## src/rtl/cam_capture_module.sv

```systemverilog
// Camera byte-stream capture: packs byte pairs into RGB565 words, crops each frame
// to H_ACTIVE x V_ACTIVE and writes whole frames into the display pixel FIFO.
module cam_capture_module #(
  parameter int H_ACTIVE    = 800,
  parameter int V_ACTIVE    = 16,
  parameter int SKIP_FRAMES = 2
) (
  input  logic        CLK,
  input  logic        RSTn,
  input  logic        cam_vsync,
  input  logic        cam_href,
  input  logic        cam_byte_valid,
  input  logic [7:0]  cam_data,
  input  logic        fifo_full,
  output logic        fifo_wr_en,
  output logic [15:0] fifo_wr_data,
  output logic        frame_done,
  output logic        overflow
);

  localparam logic [10:0] H_LIM    = 11'(H_ACTIVE);
  localparam logic [10:0] V_LIM    = 11'(V_ACTIVE);
  localparam logic [10:0] COL_MAX  = 11'd2047;
  localparam logic [3:0]  SKIP_LIM = 4'(SKIP_FRAMES);

  typedef enum logic [1:0] {IDLE, SYNC, ACTIVE, DONE} state_t;

  state_t      state_reg;
  logic        vsync_d_reg;
  logic        href_d_reg;
  logic        phase_reg;
  logic        line_word_reg;
  logic [7:0]  hi_byte_reg;
  logic [10:0] col_reg;
  logic [10:0] row_reg;
  logic [3:0]  skip_cnt_reg;

  logic vs_rise;
  logic vs_fall;
  logic href_fall;
  logic byte_take;
  logic in_window;

  assign vs_rise   = cam_vsync & ~vsync_d_reg;
  assign vs_fall   = ~cam_vsync & vsync_d_reg;
  assign href_fall = ~cam_href & href_d_reg;
  assign byte_take = cam_href & cam_byte_valid;
  assign in_window = (col_reg < H_LIM) && (row_reg < V_LIM);

  always_ff @(posedge CLK or negedge RSTn) begin
    if (!RSTn) begin
      state_reg     <= IDLE;
      vsync_d_reg   <= 1'b0;
      href_d_reg    <= 1'b0;
      phase_reg     <= 1'b0;
      line_word_reg <= 1'b0;
      hi_byte_reg   <= 8'd0;
      col_reg       <= 11'd0;
      row_reg       <= 11'd0;
      skip_cnt_reg  <= 4'd0;
      fifo_wr_en    <= 1'b0;
      fifo_wr_data  <= 16'd0;
      frame_done    <= 1'b0;
      overflow      <= 1'b0;
    end else begin
      vsync_d_reg <= cam_vsync;
      href_d_reg  <= cam_href;
      fifo_wr_en  <= 1'b0;
      frame_done  <= 1'b0;
      case (state_reg)
        // Only a rising vsync arms capture, so a frame already running at reset is skipped.
        IDLE: begin
          if (vs_rise) state_reg <= SYNC;
        end
        SYNC: begin
          if (vs_fall) begin
            if (skip_cnt_reg < SKIP_LIM) begin
              skip_cnt_reg <= skip_cnt_reg + 4'd1;
              state_reg    <= IDLE;
            end else begin
              row_reg       <= 11'd0;
              col_reg       <= 11'd0;
              phase_reg     <= 1'b0;
              line_word_reg <= 1'b0;
              overflow      <= 1'b0;
              state_reg     <= ACTIVE;
            end
          end
        end
        ACTIVE: begin
          if (vs_rise) begin
            state_reg  <= SYNC;
            frame_done <= 1'b1;
          end else if (row_reg >= V_LIM) begin
            state_reg  <= DONE;
            frame_done <= 1'b1;
          end else if (href_fall) begin
            // End of line: a dangling high byte is simply forgotten by clearing phase.
            if (line_word_reg) row_reg <= row_reg + 11'd1;
            col_reg       <= 11'd0;
            phase_reg     <= 1'b0;
            line_word_reg <= 1'b0;
          end else if (byte_take) begin
            if (!phase_reg) begin
              hi_byte_reg <= cam_data;
              phase_reg   <= 1'b1;
            end else begin
              phase_reg     <= 1'b0;
              line_word_reg <= 1'b1;
              if (col_reg != COL_MAX) col_reg <= col_reg + 11'd1;
              if (in_window) begin
                if (fifo_full) begin
                  overflow <= 1'b1;
                end else begin
                  fifo_wr_en   <= 1'b1;
                  fifo_wr_data <= {hi_byte_reg, cam_data};
                end
              end
            end
          end
        end
        DONE: begin
          if (vs_rise) state_reg <= SYNC;
        end
        default: state_reg <= IDLE;
      endcase
    end
  end

endmodule

```

## config.mk

```make
export PLATFORM = sky130hd
export DESIGN_NAME = cam_capture_module
export DESIGN_NICKNAME = d
export VERILOG_FILES = /design/src/rtl/cam_capture_module.sv
export SDC_FILE = /design/constraint.sdc
export NUM_CORES = 1
export LEC_CHECK = 0
export ABC_AREA = 1
export BUFFER_PORTS_ARGS = -buffer_cell sky130_fd_sc_hd__buf_2
export CAP_MARGIN = 20
export CORE_ASPECT_RATIO = 1.2
export CORE_MARGIN = 2
export CORE_UTILIZATION = 38
export DETAILED_ROUTE_END_ITERATION = 10
export HOLD_SLACK_MARGIN = 0.06
export SLEW_MARGIN = 15
export SYNTH_ARGS = -nofsm -noshare
export SYNTH_HDL_FRONTEND = slang
export SYNTH_SLANG_ARGS = --single-unit
export TNS_END_PERCENT = 5
```

## constraint.sdc

```tcl
create_clock -name CLK -period 1.7 [get_ports CLK]
set_input_delay 0.085 -clock CLK [delete_from_list [all_inputs] [get_ports CLK]]
set_output_delay 0.085 -clock CLK [all_outputs]
set_load 0.02 [all_outputs]
```

==> results.ini <==
[final_layout]
num_antenna_cells=0
ff_latch_area_sq_mm=0.001476
largest_reg_flops=16
drive_gt1_frac=0.2500
fin_nets=455
syn_to_final_growth_pct=27.70
multiInputGateArea_sq_mm=0.001230
fillers=743

[setup_path]
crit_fanout=5
r2r_setup_slack_ns=0.06
max_stage_delay_ns=0.42
cp-end-kind=flop
path_delay_family=simple AND/OR/NAND/NOR gates
arrival_ns=1.87
cp.required_ns=1.93
crit_buf_inv=4
crit_chain=inv_2 -> ha_2 -> inv_4 -> o21ai_2 -> nand2_2 -> nor2_4 -> buf_4 -> buf_4 -> nand3_1 -> nand2_1 -> nand2_1
worstRegToRegCells=11
critical_path_class=reg2reg
crit_slowest_cell=dfrtp_1
r2r-end=overflow
r2r-start=state_reg[0]
cp-start-kind=flop

[sta]
setup_ws_ns=0.06080
worstMarginPinSlew_ns=0.4018
fin_hold_ws_ns=0.1939
period_needed_ns=1.639
slew_headroom=0.7311
finalHoldViolCount=0
clock_skew_ns=0.006949
grt_setup_unrepaired=yes
period_share=0.9642
slew_viol_final=0
setup_tns_ns=0
setup_violations=0
fmax_mhz=610.1

[drt]
vias_per_cell=4.639
routed_wl_mm=6.177
vias=2468
drtIter0Drc=77
drc=0
dr.pass1.iters=4
ant_nets=0
wl_per_cell_microns=11.61

[clocking]
numClockSinks=59
root_buffer=clkbuf_8
htreeDepth=3
insertion_delay_ns=0.34
cts_tree=done
clk_pin_slew_ns=0.07
cts_made_buffers=9
cts.path.max_buffers=2

[place]
portBuffers=32
post-place-ws_ns=0.06066
gp_congestion=0.8458
hpwl_mm=3.944

[grt]
grt_pass1_wl_mm=10.47
grt_usage=0.1534
grt_pass1_vias=2366
antenna_found_initial=0
gr-total-overflow=0
grt_max_degree=60

[status]
status=complete, no violations

[power_and_ir_drop]
vdd_drop_max_uv=921.4
pwr_density_cell_mw_per_mm2=1513
cellLeakagePower_uw=0.001982
total_power_uw=5734

[die]
start_util=0.3895
chipHeight_microns=100.8
coreArea_sq_mm=0.007620
die_area_sq_mm=0.008536
row_count=35
io_pins=33
die_w_microns=84.68

[worst_hold_path]
min_to=overflow
hold_depth=5
hold_class=in2reg
holdCritStartpoint=fifo_full

[yosys]
synth_top_family_by_area=simple AND/OR/NAND/NOR gates
yosys.area_share.adder=0.02530
synthesis.area_sq_mm=0.002968
muxShareOfSynthArea=0
syn_avg_cell_area_sq_um=8.043
synthDistinctLibCells=31
yosysWarnings=0
synthXorXnorAreaFrac=0.01180
synth_compound_area_frac=0.09570
synthesis.nets=389
synth_cells=369
yosysSeqAreaShare=0.4975
ys_seq_elements=59
yosys.area_share.simple=0.2618

[run]
drv_cap=0

[routing by layer]
metal / track usage / vias up / wire [microns]
met5: 0 / - / 0
met3: 0.03686 / 12 / 280
met2: 0.2277 / 50 / 2783
met1: 0.2036 / 1130 / 2991
met4: 0.09158 / 0 / 121
li1: - / 1276 / -
[cell type report]
cell class | instances | area share
Clock buffer | 10 | 0.03632
Clock inverter | 6 | 0.02311
Inverter | 62 | 0.06207
Multi-Input combinational cell | 236 | 0.3245
Sequential cell | 59 | 0.3896
Tap cell | 92 | 0.03037
Timing Repair Buffer | 67 | 0.1340
[power breakdown]
group	internal [uW]	total, uW	leakage [uW]	switching, uW
clock network	867	1440	0.000117	575
logic	953	2280	0.00113	1330
registers	1790	2010	0.000732	219
[repair_timing]
item / in CTS / in global routing
endpoints found under the setup margin: 0 / 40
hold endpoints to repair: 77 / 0
hold buffers: 11 / 0
gates resized for setup: 0 / 23
setup buffers: 0 / 3
[Yosys cell counts, drive strengths merged]
library cell / n / area [sq um]
o21bai: 2 / 15.01
clkbuf: 2 / 7.510
nand4: 7 / 43.79
xnor2: 1 / 8.760
nor2: 37 / 158.9
buf: 10 / 77.57
or2: 2 / 12.51
nand2: 111 / 419.2
o22ai: 1 / 6.260
a21oi: 4 / 20.02
inv: 62 / 235.2
a31o: 1 / 8.760
a21boi: 1 / 7.510
dfrtp: 59 / 1476
nor4: 1 / 6.260
ha: 6 / 75.07
nor3: 2 / 21.27
a22oi: 1 / 7.510
xor2: 3 / 26.28
o21ai: 34 / 219.0
nand3: 22 / 115.1
[worst max path at each step]
| stage | start | end | depth (start not counted) |
|---|---|---|---|
| detailed placement | state_reg[0] | col_reg[9] | 10 |
| CTS | state_reg[0] | fifo_wr_data[8] | 9 |
| finish | state_reg[0] | overflow | 11 |
| global route | state_reg[0] | overflow | 11 |
| floorplan | state_reg[0] | fifo_wr_data[10] | 9 |
| global placement | state_reg[0] | col_reg[5] | 10 |
[stage by stage]
step	area, sq um	util	cells
final	3790	0.4974	532
after global routing	3790	0.4974	532
after CTS	3654	0.4795	526
after detailed placement	3318	0.4355	499
after global placement	3318	0.4355	499
after floorplan	2968	-	369
[layout by cell type (no fill, tap or decap), drive strengths merged]
cell type | netlist | final
xor2 | 3 | 3
nor2 | 37 | 37
bufinv | 0 | 2
ha | 6 | 6
xnor2 | 1 | 1
a22oi | 1 | 1
a21oi | 4 | 4
dfrtp | 59 | 59
nand4 | 7 | 7
nor3 | 2 | 2
o22ai | 1 | 1
nor4 | 1 | 1
inv | 62 | 63
o21bai | 2 | 2
clkinv | 0 | 3
dlygate4sd3 | 0 | 11
nand2 | 111 | 111
nand3 | 22 | 22
a31o | 1 | 1
clkbuf | 2 | 11
buf | 10 | 55
or2 | 2 | 2
o21ai | 34 | 34
a21boi | 1 | 1
[worst register-to-register path, stage by stage, from the launching register on]
cell and delay [ns]:
dfrtp_1 0.42, inv_2 0.07, ha_2 0.20, inv_4 0.06
o21ai_2 0.15, nand2_2 0.10, nor2_4 0.14, buf_4 0.12
buf_4 0.09, nand3_1 0.07, nand2_1 0.06, nand2_1 0.05
[kinds of logic after synthesis]
kind of cell	count (synthesis)
simple gates	182
buf+inv	74
flops	59
compound gates	44
fa+ha+maj	6
xor+xnor	4
Note: power is estimated with default switching activity, not from simulation.
